==> src/rtl/fwd_pkg.sv <==
// Shared types and defaults for the operand bypass / hazard unit.
package fwd_pkg;

   localparam int unsigned XLEN_DEF    = 32;
   localparam int unsigned NREG_DEF    = 32;
   localparam int unsigned NUM_FWD_DEF = 4;
   localparam int unsigned NUM_SRC_DEF = 2;
   localparam int unsigned RW_DEF      = $clog2(NREG_DEF);
   localparam int unsigned PERF_W      = 32;

   // Producer stage indices, youngest first
   localparam int unsigned STG_EX = 0;
   localparam int unsigned STG_M1 = 1;
   localparam int unsigned STG_M2 = 2;
   localparam int unsigned STG_WB = 3;

   typedef logic [RW_DEF-1:0] reg_idx_t;

   // Per-source resolution: bypass select and the two stall causes
   typedef struct packed {
      logic sel;
      logic load_use;
      logic mc_wait;
   } src_res_t;

endpackage

==> src/rtl/fwd_src_select.sv <==
// Per-source bypass resolution: youngest-first stage search, then scoreboard
// check with same-cycle multi-cycle completion bypass.
module fwd_src_select
   import fwd_pkg::*;
#(
   parameter int unsigned XLEN    = XLEN_DEF,
   parameter int unsigned NUM_FWD = NUM_FWD_DEF,
   parameter int unsigned NREG    = NREG_DEF,
   parameter int unsigned RW      = $clog2(NREG)
) (
   input  logic                    dec_valid_i,
   input  logic [RW-1:0]           rs_i,
   input  logic [NUM_FWD-1:0]      stg_wen_i,
   input  logic [NUM_FWD*RW-1:0]   stg_rd_i,
   input  logic [NUM_FWD-1:0]      stg_rdy_i,
   input  logic [NUM_FWD*XLEN-1:0] stg_data_i,
   input  logic [NREG-1:0]         pending_i,
   input  logic                    mc_done_i,
   input  logic [RW-1:0]           mc_done_rd_i,
   input  logic [XLEN-1:0]         mc_done_data_i,
   output src_res_t                res_o,
   output logic [XLEN-1:0]         data_o
);

   logic            live_c;
   logic            hit_c;
   logic            hit_rdy_c;
   logic [XLEN-1:0] hit_data_c;

   // First matching stage wins; older stages are never consulted
   always_comb begin
      hit_c      = 1'b0;
      hit_rdy_c  = 1'b0;
      hit_data_c = '0;
      for (int i = 0; i < NUM_FWD; i++) begin
         if (!hit_c && stg_wen_i[i] && (stg_rd_i[i*RW +: RW] == rs_i)) begin
            hit_c      = 1'b1;
            hit_rdy_c  = stg_rdy_i[i];
            hit_data_c = stg_data_i[i*XLEN +: XLEN];
         end
      end
   end

   assign live_c = dec_valid_i && (rs_i != '0);

   always_comb begin
      res_o  = '0;
      data_o = '0;
      if (live_c) begin
         if (hit_c) begin
            if (hit_rdy_c) begin
               res_o.sel = 1'b1;
               data_o    = hit_data_c;
            end else begin
               res_o.load_use = 1'b1;
            end
         end else if (pending_i[rs_i]) begin
            if (mc_done_i && (mc_done_rd_i == rs_i)) begin
               res_o.sel = 1'b1;
               data_o    = mc_done_data_i;
            end else begin
               res_o.mc_wait = 1'b1;
            end
         end
      end
   end

endmodule

==> src/rtl/fwd_hazard_unit.sv <==
// Operand bypass and hazard unit with long-latency writeback scoreboard.
// Optional stall performance counters enabled by FWD_STALL_PERF_EN.
module fwd_hazard_unit
   import fwd_pkg::*;
#(
   parameter int unsigned XLEN    = XLEN_DEF,
   parameter int unsigned NUM_SRC = NUM_SRC_DEF,
   parameter int unsigned NUM_FWD = NUM_FWD_DEF,
   parameter int unsigned NREG    = NREG_DEF,
   localparam int unsigned RW     = $clog2(NREG)
) (
   input  logic                    clk,
   input  logic                    nrst,
   input  logic                    dec_valid,
   input  logic [NUM_SRC*RW-1:0]   dec_rs,
   input  logic [NUM_FWD-1:0]      stg_wen,
   input  logic [NUM_FWD*RW-1:0]   stg_rd,
   input  logic [NUM_FWD-1:0]      stg_rdy,
   input  logic [NUM_FWD*XLEN-1:0] stg_data,
   input  logic                    mc_issue,
   input  logic [RW-1:0]           mc_rd,
   output logic                    mc_issue_ready,
   input  logic                    mc_done,
   input  logic [RW-1:0]           mc_done_rd,
   input  logic [XLEN-1:0]         mc_done_data,
   output logic [NUM_SRC-1:0]      fwd_sel,
   output logic [NUM_SRC*XLEN-1:0] fwd_data,
   output logic                    stall,
   output logic [NREG-1:0]         pending
`ifdef FWD_STALL_PERF_EN
   ,
   output logic [PERF_W-1:0]       perf_stall_cycles,
   output logic [PERF_W-1:0]       perf_load_use,
   output logic [PERF_W-1:0]       perf_mc_wait
`endif
);

   logic [NREG-1:0]         pending_q, pending_d;
   logic                    issue_ok_c;
   logic [NUM_SRC-1:0]      sel_c, load_use_c, mc_wait_c;
   logic [NUM_SRC*XLEN-1:0] data_c;
   logic                    stall_c;

   for (genvar s = 0; s < NUM_SRC; s++) begin : g_src
      src_res_t res;

      fwd_src_select #(
         .XLEN    (XLEN),
         .NUM_FWD (NUM_FWD),
         .NREG    (NREG),
         .RW      (RW)
      ) u_sel (
         .dec_valid_i    (dec_valid),
         .rs_i           (dec_rs[s*RW +: RW]),
         .stg_wen_i      (stg_wen),
         .stg_rd_i       (stg_rd),
         .stg_rdy_i      (stg_rdy),
         .stg_data_i     (stg_data),
         .pending_i      (pending_q),
         .mc_done_i      (mc_done),
         .mc_done_rd_i   (mc_done_rd),
         .mc_done_data_i (mc_done_data),
         .res_o          (res),
         .data_o         (data_c[s*XLEN +: XLEN])
      );

      assign sel_c[s]      = res.sel;
      assign load_use_c[s] = res.load_use;
      assign mc_wait_c[s]  = res.mc_wait;
   end

   assign stall_c = (|load_use_c) || (|mc_wait_c);

   // WAW guard: a pending destination may be reissued only as it completes
   assign issue_ok_c = (mc_rd == '0) || !pending_q[mc_rd] ||
                       (mc_done && (mc_done_rd == mc_rd));

   // Clear on completion first so a same-index issue keeps the bit set
   always_comb begin
      pending_d = pending_q;
      if (mc_done) begin
         pending_d[mc_done_rd] = 1'b0;
      end
      if (mc_issue && issue_ok_c && (mc_rd != '0)) begin
         pending_d[mc_rd] = 1'b1;
      end
   end

   always_ff @(posedge clk or negedge nrst) begin
      if (!nrst) begin
         pending_q <= '0;
      end else begin
         pending_q <= pending_d;
      end
   end

   // Reset forces the combinational outputs quiet regardless of inputs
   always_comb begin
      fwd_sel        = '0;
      fwd_data       = '0;
      stall          = 1'b0;
      mc_issue_ready = 1'b1;
      if (nrst) begin
         fwd_sel        = sel_c;
         fwd_data       = data_c;
         stall          = stall_c;
         mc_issue_ready = issue_ok_c;
      end
   end

   assign pending = pending_q;

`ifdef FWD_STALL_PERF_EN
   logic [PERF_W-1:0] stall_cnt_q, lu_cnt_q, mw_cnt_q;

   // Saturating stall counters; a cycle with both causes bumps both
   always_ff @(posedge clk or negedge nrst) begin
      if (!nrst) begin
         stall_cnt_q <= '0;
         lu_cnt_q    <= '0;
         mw_cnt_q    <= '0;
      end else begin
         if (stall_c && !(&stall_cnt_q)) begin
            stall_cnt_q <= stall_cnt_q + PERF_W'(1);
         end
         if ((|load_use_c) && !(&lu_cnt_q)) begin
            lu_cnt_q <= lu_cnt_q + PERF_W'(1);
         end
         if ((|mc_wait_c) && !(&mw_cnt_q)) begin
            mw_cnt_q <= mw_cnt_q + PERF_W'(1);
         end
      end
   end

   assign perf_stall_cycles = stall_cnt_q;
   assign perf_load_use     = lu_cnt_q;
   assign perf_mc_wait      = mw_cnt_q;
`endif

endmodule

==> config.mk <==
export PLATFORM = sky130hd
export DESIGN_NAME = fwd_hazard_unit
export DESIGN_NICKNAME = d
export VERILOG_FILES = /design/src/rtl/fwd_pkg.sv /design/src/rtl/fwd_src_select.sv /design/src/rtl/fwd_hazard_unit.sv
export SDC_FILE = /design/constraint.sdc
export NUM_CORES = 1
export LEC_CHECK = 0
export CORE_ASPECT_RATIO = 0.75
export CORE_MARGIN = 4
export CORE_UTILIZATION = 41
export CTS_BUF_LIST = sky130_fd_sc_hd__clkbuf_4
export CTS_CLUSTER_SIZE = 10
export DETAILED_ROUTE_END_ITERATION = 7
export PLACE_DENSITY = 0.83
export SYNTH_ARGS = -nofsm -noshare
export SYNTH_HDL_FRONTEND = slang
export SYNTH_SLANG_ARGS = --single-unit
==> constraint.sdc <==
create_clock -name clk -period 4.5 [get_ports clk]
set_input_delay 0.9 -clock clk [delete_from_list [all_inputs] [get_ports clk]]
set_output_delay 0.9 -clock clk [all_outputs]
set_load 0.03 [all_outputs]
# == After elaboration in Yosys (flattened, before gate mapping) ==
# Cells that the tools add are included.
# word_totals
reg_bits,32
inputBits,213
output_inout_bits,100
word_cells,130
# op_classes
order_cmp,6
n_eq_ne,11
mux,70
bitwise_logic,3
reduce_logical,39
# ops
op,count
$mux 32,20
$mux 64,1
$eq 5x5->1,11
$mux 1,41
$and 32x32->32,1
$not 32->32,1
$or 32x32->32,1
$lt 5x6->1 const B,4
$logic_and 1x1->1,23
$bmux 1 s5,3
$reduce_bool 5->1,3
$demux 1 s5,2
$ge 5x1->1 const B,2
$logic_not 1->1,7
$mux 3,2
$logic_not 5->1,1
$reduce_or 2->1,2
$logic_or 1x1->1,3
$mux 2,1

# == Logic depth before layout (Yosys ltp) ==
# Gate-level depths: netlist of run 1.
# logic_depth
depth_word,21
mapped_depth,11
mapped_depth_nobuf,7

# == Modules after synthesis ==
# Synthesis of run 1 repeated with hierarchy kept, for this count alone.
# unflattened
hier_cells,873
hier_area_um2,7307.0
# modules_own_cells
module,instances,cells_each,area_per_inst_um2
fwd_src_select,2,301,2457.4
fwd_hazard_unit,1,271,2392.3

# == Worst setup path after synthesis of run 1 ==
# Ideal clock, no wire load.
# synth_path
path_type,input to output
startpoint,input dec_rs[8]
endpoint,output fwd_data[41]
arrival_ps,3411
t_required_ps,3600
slack_ps,189
cell_stages,8
path_buffers,3
path_cell_list,clkbuf_1 clkbuf_1 xnor2_1 nand3_1 nor2_1 clkbuf_1 mux2i_1 a221oi_1
# synth_between
elab_chain_cells,19
elab_cells_between_ends,38
cone_classes,eq/ne (5); mux (20); reduce/logical (13)
# synth_lines
item,line_no,rtl
from (decl),fwd_hazard_unit.sv:15,"input logic [NUM_SRC*RW-1:0] dec_rs,"
$eq 5x5->1,fwd_src_select.sv:36,if (!hit_c && stg_wen_i[i] && (stg_rd_i[i*RW +: RW] == rs_i)) begin
$logic_and 1x1->1,fwd_src_select.sv:36,
$mux 1,fwd_src_select.sv:36,
$logic_not 1->1,fwd_src_select.sv:36,
$logic_and 1x1->1 (2 in series),fwd_src_select.sv:36,
$mux 1,fwd_src_select.sv:36,
$logic_not 1->1,fwd_src_select.sv:36,
$logic_and 1x1->1 (2 in series),fwd_src_select.sv:36,
$mux 1,fwd_src_select.sv:36,
$logic_not 1->1,fwd_src_select.sv:36,
$logic_and 1x1->1 (2 in series),fwd_src_select.sv:36,
$mux 32 / $mux 1 (equally long branches),fwd_src_select.sv:36,
$mux 32,fwd_src_select.sv:51,if (hit_rdy_c) begin
$mux 32,fwd_src_select.sv:50,if (hit_c) begin
$mux 32 *,fwd_src_select.sv:49,if (live_c) begin
$mux 64 *,fwd_hazard_unit.sv:103,if (nrst) begin
to (decl),fwd_hazard_unit.sv:27,"output logic [NUM_SRC*XLEN-1:0] fwd_data,"
# Every way passes the cells marked *; elsewhere a longest branch is shown, timed or not. The select of a mux whose other input is x is not followed.

# == Worst setup path after layout of run 1 ==
# layout_path
startpoint,input stg_rd[0]
endpoint,output fwd_data[55]
# layout_between
elab_chain_cells,19
elab_cells_between_ends,27
cone_classes,eq/ne (1); mux (16); reduce/logical (10)
# layout_lines
item,line_no,rtl
from (decl),fwd_hazard_unit.sv:17,"input logic [NUM_FWD*RW-1:0] stg_rd,"
$eq 5x5->1 *,fwd_src_select.sv:36,
$logic_and 1x1->1 *,fwd_src_select.sv:36,
$mux 1,fwd_src_select.sv:36,
$logic_not 1->1,fwd_src_select.sv:36,
$logic_and 1x1->1 (2 in series),fwd_src_select.sv:36,
$mux 1,fwd_src_select.sv:36,
$logic_not 1->1,fwd_src_select.sv:36,
$logic_and 1x1->1 (2 in series),fwd_src_select.sv:36,
$mux 1,fwd_src_select.sv:36,
$logic_not 1->1,fwd_src_select.sv:36,
$logic_and 1x1->1 (2 in series),fwd_src_select.sv:36,
$mux 32 / $mux 1 (equally long branches),fwd_src_select.sv:36,
$mux 32,fwd_src_select.sv:51,
$mux 32 *,fwd_src_select.sv:50,
$mux 32 *,fwd_src_select.sv:49,
$mux 64 *,fwd_hazard_unit.sv:103,
# Every way passes the cells marked *; elsewhere a longest branch is shown, timed or not.

==> impl_metrics.env, run 1 <==
export IMPL_avgSynthCellArea_sq_um=7.747
export IMPL_grt_start_max_net_pins=34
export IMPL_insertion_delay_ns=0.35
export IMPL_place_ws_ns=-0.1918
export IMPL_wl_um=31190
export IMPL_vias=8184
export IMPL_synth_cell_types=54
export IMPL_dr_pass1_iters=5
export IMPL_io_pins=313
export IMPL_worst_slack_ns=-0.02314
export IMPL_crit_type="input pin to output pin"
export IMPL_violations="setup timing"
export IMPL_nets=1297
export IMPL_grt_pass1_vias=7406
export IMPL_power_density_nw_per_um2=190.7
export IMPL_status="complete, but fails checks"
export IMPL_ys_seq_elements=32
export IMPL_yosys_most_used_dff="dfrtp_1"
export IMPL_ys_seq_area_frac=0.1365
export IMPL_core_area_sq_um=13840
export IMPL_startpoint_type="input pin"
export IMPL_via_per_inst=6.495
export IMPL_ir_worst_vdd_mv=0.3776
export IMPL_cp_end_kind="output pin"
export IMPL_cp_max_fo=8
export IMPL_drtAntennaViolNets=0
export IMPL_path_clk_slew_ns=0.10
export IMPL_io_buffers=312
export IMPL_rows=37
export IMPL_p_leak_uw=0.003878
export IMPL_maxCapViolations=0
export IMPL_dieArea_sq_um=16300
export IMPL_mostFrequentLayoutCells="238 x clkdlybuf4s50_1, 134 x buf_4, 90 x nand2_1"
export IMPL_clock_skew_ns=0.006303
export IMPL_fin_crit_ns=4.523
export IMPL_antenna_cells=0
export IMPL_max_slew_margin_rel=0.5589
export IMPL_drive_gt1_frac=0.2258
export IMPL_synth_nets=970
export IMPL_root_buffer="clkbuf_4"
export IMPL_synth_area_sq_um=5864
export IMPL_setup_viol=4
export IMPL_die_w_um=146.1
export IMPL_drt_iter0_drc=961
export IMPL_overflow=0
export IMPL_die_h_um=111.6
export IMPL_finalNonFillerCells=1260
export IMPL_dp_hpwl_um=24500
export IMPL_hold_path_class="flop to flop"
export IMPL_clockBufferDepth=2
export IMPL_critPathRequiredTime_ns=3.60
export IMPL_grt_usage=0.3506
export IMPL_drc=0
export IMPL_fmax_mhz=221.1
export IMPL_rsz0062_at_grt="true"
export IMPL_cts_sinks=32
export IMPL_finalCritPeriodShare=1.005
export IMPL_syn_inst=757
export IMPL_slew_viol_final=0
export IMPL_routedWlPerCell_um=24.76
export IMPL_start_util=0.4237
export IMPL_dp_cells=1240
export IMPL_cts_hold_buf=0
export IMPL_utilization=0.7105
export IMPL_yosys_warnings=0
export IMPL_grt_antenna_before_repair=1
export IMPL_cts_tree="done"
export IMPL_syn2layout_area_growth_pct=67.70
export IMPL_layout_commonest_cell="clkdlybuf4s50_1"
export IMPL_worst_pin_slew_ns=0.6592
export IMPL_cts_buffers_inserted=5
export IMPL_ctsHtreeMaxLevel=2
export IMPL_place_congestion=1.027
export IMPL_async_flop_share=1.000
export IMPL_fillCellCount=1105
export IMPL_hold_viol=0
export IMPL_grt_pass1_wl_um=45570
export IMPL_fin_tns_setup_ns=-0.04201
export IMPL_arrival_ns=3.62
export IMPL_largest_reg_flops=32
export IMPL_synth_edf_count=0
## worst max-delay path, cell delays in order
cell             delay [ns]
clkdlybuf4s50_1        0.55
xor2_1                 0.23
nor4_2                 0.10
and3_2                 0.26
or3_1                  0.46
o22ai_2                0.24
o21ai_4                0.15
buf_12                 0.17
buf_12                 0.12
a221oi_2               0.22
buf_4                  0.22
## cells in the mapped netlist (2+ instances only)
cell      instances  area share
o21ai_1           9      0.0077
a22o_1           18       0.027
nand4b_1          2      0.0030
or3_1             6      0.0064
and2_1            4      0.0043
or2_2             5      0.0053
buf_6             5      0.0096
nor4_1            7      0.0075
clkbuf_1         57       0.036
and3_1           25       0.027
o21ai_0          61       0.052
or3b_2            3      0.0045
nor2b_1           2      0.0021
a311oi_1          3      0.0045
mux4_2           21       0.081
o211ai_1          2      0.0026
a221oi_1         32       0.048
xnor2_1          25       0.037
dfrtp_1          32        0.14
mux2_2           24       0.046
a21oi_1          21       0.018
inv_1             5      0.0032
o22ai_1          10       0.011
nand3_1          12       0.010
nor2_1           57       0.036
o221ai_1         49       0.073
o21a_1           11       0.014
xor2_1           30       0.045
o22a_1            7       0.010
mux2i_1          51       0.087
nand3b_1          6      0.0077
and3b_1           3      0.0045
or4_1             3      0.0038
buf_2            18       0.015
nor3b_1           5      0.0064
nor3_1           13       0.011
nand2_1          90       0.058
nand2b_1          7      0.0075
## repair_timing
item                                    CTS  global route
setup buffers                             0            10
pin swaps                                 3             5
resized for setup                         7            27
gates cloned                              0             2
endpoints found under the setup margin   34            49
## routing by layer
layer	routed length (um)	GRT usage
met5	11	0
met4	931	0.08897
met3	3883	0.09072
met2	13560	0.5215
met1	12800	0.5074
## metrics by stage
| step | instance area (sq um) | power (uW) | hold slack (ns) |
|---|---|---|---|
| 2_1_floorplan | 5864 | 1062 | 0.6044 |
| 3_3_place_gp | 9504 | 1639 | 0.5621 |
| 3_5_place_dp | 9504 | 1649 | 0.5635 |
| 4_1_cts | 9580 | 1828 | 0.5986 |
| 5_1_grt | 9834 | 1957 | 0.6139 |
| 6_report | 9834 | 1876 | 0.6030 |
## report_power, final
part | internal [uW] | switching (uW)
Clock | 72.1 | 104
Sequential | 365 | 123
Combinational | 621 | 591
## cells by family (layout without fill, tap and decap cells)
| family | Yosys count | in the layout | synth area share |
|---|---|---|---|
| compound gates | 233 | 233 | 0.2876 |
| xor+xnor | 55 | 55 | 0.08214 |
| buf+inv | 86 | 414 | 0.06529 |
| flops | 32 | 32 | 0.1365 |
| mux | 96 | 96 | 0.2138 |
| simple gates | 255 | 255 | 0.2146 |
## cell type report
class                   instances  area [sq um]  area share
multi-input cells             639          4831      0.4912
repair buffers                401          3909      0.3975
flip-flops and latches         32         800.8     0.08142
well taps                     175         219.0     0.02226
clock buffers                   7         52.55    0.005344
inverters                       5         18.77    0.001908
clock inverters                 1         3.754   0.0003817
## path summary, 6_finish.rpt
check                            startpoint           end  slack (ns)  depth (start not counted)
worst max register to register  pending[31]    pending[1]        1.57                          7
worst max-delay path              stg_rd[0]  fwd_data[55]       -0.02                         11
max in group asynchronous              nrst   pending[23]        3.16                          2
worst min register to register   pending[3]    pending[3]        0.60                          1
min in group asynchronous              nrst   pending[10]        1.03                          2
worst min-delay path             pending[3]    pending[3]        0.60                          1
(Power assumes the default switching activity.)
==> inputs of run 2 (changes only) <==
Settings changed: CORE_UTILIZATION 41 to 37, CTS_BUF_LIST sky130_fd_sc_hd__clkbuf_4 to sky130_fd_sc_hd__clkbuf_8 sky130_fd_sc_hd__clkbuf_16, PLACE_DENSITY 0.83 to 0.79.
Clock period 4.5 ns to 4.15 ns, I/O delays scaled along.
==> run 2 against run 1 <==
Against the previous run:
- the run still ends with setup timing left
- die area grew 10%
- sequential share of layout area decreased by 0.61 points
- register-to-register slack got worse by 0.24 ns
- critical endpoint is now fwd_data[43]
==> impl_metrics.env, run 2 (synthesized netlist as in run 1, its figures left out) <==
export IMPL_ir_worst_vdd_mv=0.3735
export IMPL_path_clk_slew_ns=0.05
export IMPL_largest_reg_flops=32
export IMPL_grt_pass1_vias=7798
export IMPL_max_slew_margin_rel=0.5688
export IMPL_violations="setup timing"
export IMPL_dieArea_sq_um=17950
export IMPL_slew_viol_final=0
export IMPL_cp_max_fo=22
export IMPL_worst_slack_ns=-0.01125
export IMPL_place_congestion=0.9901
export IMPL_drive_gt1_frac=0.2850
export IMPL_r2r_start="pending[30]"
export IMPL_arrival_ns=3.33
export IMPL_hold_viol=0
export IMPL_finalPower_uw=2343
export IMPL_clock_skew_ns=0.003153
export IMPL_min_from="pending[26]"
export IMPL_r2r_slack_ns=1.33
export IMPL_antenna_cells=0
export IMPL_syn2layout_area_growth_pct=81.27
export IMPL_ctsHtreeMaxLevel=2
export IMPL_cts_tree="done"
export IMPL_dp_hpwl_um=26090
export IMPL_nets=1343
export IMPL_cp_end_kind="output pin"
export IMPL_wl_um=33830
export IMPL_cts_buffers_inserted=5
export IMPL_io_pins=313
export IMPL_grt_pass1_wl_um=48400
export IMPL_finalCritPeriodShare=1.003
export IMPL_drc=0
export IMPL_rsz0062_at_grt="true"
export IMPL_fin_crit_ns=4.161
export IMPL_status="complete, but fails checks"
export IMPL_setup_viol=1
export IMPL_grt_antenna_before_repair=0
export IMPL_hold_path_class="flop to flop"
export IMPL_critPathSlowestCell="nor4_2"
export IMPL_crit_path_frequent_cell="buf_4"
export IMPL_cts_sinks=32
export IMPL_die_w_um=153.4
export IMPL_whs_path_depth=1
export IMPL_insertion_delay_ns=0.28
export IMPL_power_density_nw_per_um2=220.4
export IMPL_die_h_um=117.0
export IMPL_maxCapViolations=0
export IMPL_start_util=0.3815
export IMPL_grt_usage=0.3470
export IMPL_worst_pin_slew_ns=0.6444
export IMPL_drtAntennaViolNets=0
export IMPL_worstPathCellList="dlygate4sd2_1 -> xor2_2 -> nor4_2 -> nand3_1 -> buf_4 -> nor2_1 -> o22ai_4 -> o21ai_4 -> buf_12 -> buf_8 -> buf_4 -> a221oi_2 -> buf_4"
export IMPL_root_buffer="clkbuf_16"
export IMPL_layout_commonest_cell="clkdlybuf4s50_1"
export IMPL_overflow=0
export IMPL_reg2reg_depth=8
export IMPL_whs_endpoint="pending[26]"
export IMPL_fmax_mhz=240.3
export IMPL_via_per_inst=6.312
export IMPL_clockBufferDepth=2
export IMPL_rows=39
export IMPL_critPathRequiredTime_ns=3.32
export IMPL_vias=8426
export IMPL_routedWlPerCell_um=25.34
export IMPL_core_area_sq_um=15370
export IMPL_crit_type="input pin to output pin"
export IMPL_startpoint_type="input pin"
export IMPL_io_buffers=312
export IMPL_dr_pass1_iters=6
export IMPL_crit_path_max_incr_delay_ns=0.40
export IMPL_fin_tns_setup_ns=-0.01125
export IMPL_p_leak_uw=0.004290
export IMPL_mostFrequentLayoutCells="222 x clkdlybuf4s50_1, 165 x buf_4, 90 x nand2_1"
export IMPL_drt_iter0_drc=1096
export IMPL_grt_start_max_net_pins=34
export IMPL_r2r_end="pending[17]"
-- run 2: repair_timing --
item / in CTS / in global routing
hold buffers: 0 / 0
setup endpoints to repair: 67 / 61
setup buffers: 13 / 5
pin swaps: 14 / 17
resized for setup: 65 / 52
gates cloned: 3 / 0
-- run 2: final cells by class --
type | count | area, sq um
tap | 205 | 256.5
inverter | 5 | 18.77
multi-input combinational | 639 | 5089
sequential | 32 | 800.8
fill | 1206 | 4741
timing repair buffer | 447 | 4313
clock buffer | 7 | 152.6
-- run 2: per-stage QoR --
step                area [sq um]    util  hold WS [ns]  cells  setup slack [ns]
floorplan                   5927       -        0.5344    757         -0.007379
global placement            9899  0.6440        0.5640   1307           -0.4941
detailed placement          9899  0.6440        0.5668   1307           -0.5378
CTS                        10470  0.6813        0.5828   1330          0.001888
global route               10630  0.6916        0.5983   1335           -0.1303
finish                     10630  0.6916        0.5927   1335          -0.01125
-- run 2: worst max path at each step --
stage / from / to / slack, ns / cells after the start
5_1_grt: stg_rd[0] / fwd_data[43] / -0.13 / 13
3_5_place_dp: dec_rs[5] / fwd_data[60] / -0.54 / 10
2_1_floorplan: dec_rs[5] / fwd_data[37] / -0.007 / 10
6_report: stg_rd[0] / fwd_data[43] / -0.01 / 13
4_1_cts: dec_rs[0] / fwd_data[11] / 0.002 / 10
3_3_place_gp: dec_rs[6] / fwd_data[49] / -0.49 / 10
-- run 2: power breakdown --
group	switching, uW	total (uW)	internal [uW]	leakage (uW)
Combinational	681	1410	728	0.00381
Clock	129	380	251	0.0000760
Sequential	158	554	397	0.000399
Total	967	2340	1380	0.00429
-- run 2: metal layers --
metal,share of wire,track usage,up-vias
met5,0,0,-
met4,0.034,0.08235,0
li1,-,-,3658
met1,0.40,0.5049,3946
met2,0.43,0.5290,723
met3,0.13,0.07607,99
-- run 2: critical path, delay by kind of cell --
kind | cells | cell delay, ns
buf+inv | 6 | 1.25
simple gates | 3 | 0.82
compound gates | 3 | 0.25
xor+xnor | 1 | 0.18
==> inputs of run 3 (changes only) <==
Settings changed: CORE_ASPECT_RATIO 0.75 to unset, SLEW_MARGIN set to 20.
==> run 3 against run 2 <==
Against the previous run:
- the run now ends clean
- final area decreased by 4.8%
- routed wire length is 7.3% lower
- via count fell by 2.6%
- count of clock-buffer cells in the layout is the same
- register-to-register slack improved by 0.14 ns
- setup slack gained 0.049 ns
- sequential power increased by 2%
- fmax up 1.2%
- sequential share of layout area grew 0.38 points
==> impl_metrics.env, run 3 (synthesized netlist as in run 1, its figures left out) <==
export IMPL_insertion_delay_ns=0.27
export IMPL_r2r_start="pending[5]"
export IMPL_dp_hpwl_um=24270
export IMPL_setup_viol=0
export IMPL_grt_usage=0.3247
export IMPL_status="finished, final reports clean"
export IMPL_clkPwrFrac=0.166
export IMPL_critPathRequiredTime_ns=3.32
export IMPL_combinationalPowerShare=0.584
export IMPL_cts_sinks=32
export IMPL_crit_path_max_incr_delay_ns=0.44
export IMPL_r2r_slack_ns=1.47
export IMPL_cts_buffers_inserted=5
export IMPL_syn2layout_area_growth_pct=72.58
export IMPL_start_util=0.3815
export IMPL_startpoint_type="input pin"
export IMPL_grt_antenna_before_repair=3
export IMPL_mostFrequentLayoutCells="232 x clkdlybuf4s50_1, 138 x buf_4, 90 x nand2_1"
export IMPL_wl_um=31370
export IMPL_drtAntennaViolNets=0
export IMPL_core_area_sq_um=15370
export IMPL_vias=8203
export IMPL_largest_reg_flops=32
export IMPL_utilization=0.6584
export IMPL_switching_power_uw=923.0
export IMPL_hold_path_class="flop to flop"
export IMPL_dieArea_sq_um=17930
export IMPL_die_h_um=133.9
export IMPL_r2r_end="pending[1]"
export IMPL_reg2reg_depth=7
export IMPL_fin_area_sq_um=10120
export IMPL_io_pins=313
export IMPL_cts_tree="done"
export IMPL_grt_start_max_net_pins=34
export IMPL_grt_pass1_vias=8117
export IMPL_rsz0062_at_grt="true"
export IMPL_nets=1306
export IMPL_drt_iter0_drc=804
export IMPL_place_congestion=0.9696
export IMPL_finalCritPeriodShare=0.9910
export IMPL_routedWlPerCell_um=23.98
export IMPL_worstPathCellList="clkdlybuf4s50_1 -> xor2_1 -> nor4_2 -> and3_1 -> or3_4 -> o21a_1 -> o21ai_4 -> buf_4 -> a221oi_2 -> buf_12"
export IMPL_via_per_inst=6.271
export IMPL_timing_hold_ws_ns=0.5953
export IMPL_placed_cell_area_sq_um=9677
export IMPL_path_clk_slew_ns=0.05
export IMPL_hold_viol=0
export IMPL_ctsHtreeMaxLevel=2
export IMPL_clockBufferDepth=2
export IMPL_grt_pass1_wl_um=46450
export IMPL_power_internal_uw=1341
export IMPL_dr_pass1_iters=6
export IMPL_die_w_um=133.9
export IMPL_cp_max_fo=4
export IMPL_crit_path_start="stg_rd[0]"
export IMPL_power_switching_share=0.4077
export IMPL_drc=0
export IMPL_fin_crit_ns=4.113
export IMPL_io_buffers=312
export IMPL_fillCellCount=1242
export IMPL_clock_skew_ns=0.003211
export IMPL_fmax_mhz=243.2
export IMPL_fin_tns_setup_ns=0
export IMPL_slew_viol_final=0
export IMPL_crit_end="fwd_data[37]"
export IMPL_drive_gt1_frac=0.2498
export IMPL_root_buffer="clkbuf_16"
export IMPL_seqPwrFrac=0.250
export IMPL_layout_commonest_cell="clkdlybuf4s50_1"
export IMPL_maxCapViolations=0
export IMPL_crit_type="input pin to output pin"
export IMPL_max_slew_margin_rel=0.5713
export IMPL_p_leak_uw=0.004011
export IMPL_power_density_nw_per_um2=223.7
export IMPL_worst_pin_slew_ns=0.6407
export IMPL_cts_hold_buf=0
export IMPL_critPathSlowestCell="clkdlybuf4s50_1"
export IMPL_rows=45
export IMPL_arrival_ns=3.28
export IMPL_overflow=0
export IMPL_cp_end_kind="output pin"
export IMPL_ir_worst_vdd_mv=0.4273
run 3: timing repair:
action | 4_1_cts | 5_1_grt
pin swaps | 6 | 4
resized for setup | 28 | 28
setup buffers | 6 | 1
endpoints found under the setup margin | 67 | 67
cloned | 2 | 0
run 3: how the worst min path moves through the flow:
stage	endpoint	slack, ns	depth (start not counted)	startpoint
after global placement	pending[0]	0.57	1	pending[0]
after floorplan	pending[0]	0.53	0	nrst
after detailed placement	pending[19]	0.58	1	pending[19]
final	pending[0]	0.60	1	pending[0]
after CTS	pending[0]	0.59	1	pending[0]
after global routing	pending[0]	0.61	1	pending[0]
run 3: worst max-delay path, delay by kind of cell:
| family | cells | cell delay [ns] |
|---|---|---|
| AND/OR/NAND/NOR | 3 | 0.86 |
| buffers and inverters | 3 | 0.77 |
| AO/OA/AOI/OAI | 3 | 0.62 |
| XOR/XNOR | 1 | 0.19 |
run 3: power by group through the flow:
stage / Combinational (uW) / Sequential (uW) / Clock, uW
global placement: 1250 / 553 / 0
detailed placement: 1270 / 553 / 0
CTS: 1300 / 552 / 376
global route: 1390 / 569 / 392
floorplan: 505 / 650 / 0
finish: 1320 / 565 / 377
run 3: metal layers:
metal | vias up | part of all wire | routed length (um) | GRT usage
li1 | 3575 | - | - | -
met5 | - | 0 | 0 | 0
met2 | 664 | 0.48 | 14960 | 0.5539
met3 | 115 | 0.12 | 3779 | 0.08515
met4 | 0 | 0.046 | 1428 | 0.1194
met1 | 3849 | 0.36 | 11200 | 0.3941
run 3: through the flow:
step                      cells  total power (uW)  setup slack (ns)
after detailed placement   1288              1822           -0.3400
after global placement     1288              1806           -0.2602
after floorplan             757              1155         -0.007379
after CTS                  1303              2226          0.002040
final                      1308              2264           0.03737
after global routing       1308              2352          -0.02566
run 3: cell type report:
type	count	area, sq um	area share
antenna	4	10.01	0.0009890
sequential	32	800.8	0.07912
inverter	5	18.77	0.001854
tap	211	264.0	0.02608
timing repair buffer	410	3960	0.3913
clock buffer	7	152.6	0.01508
multi-input combinational	639	4915	0.4856
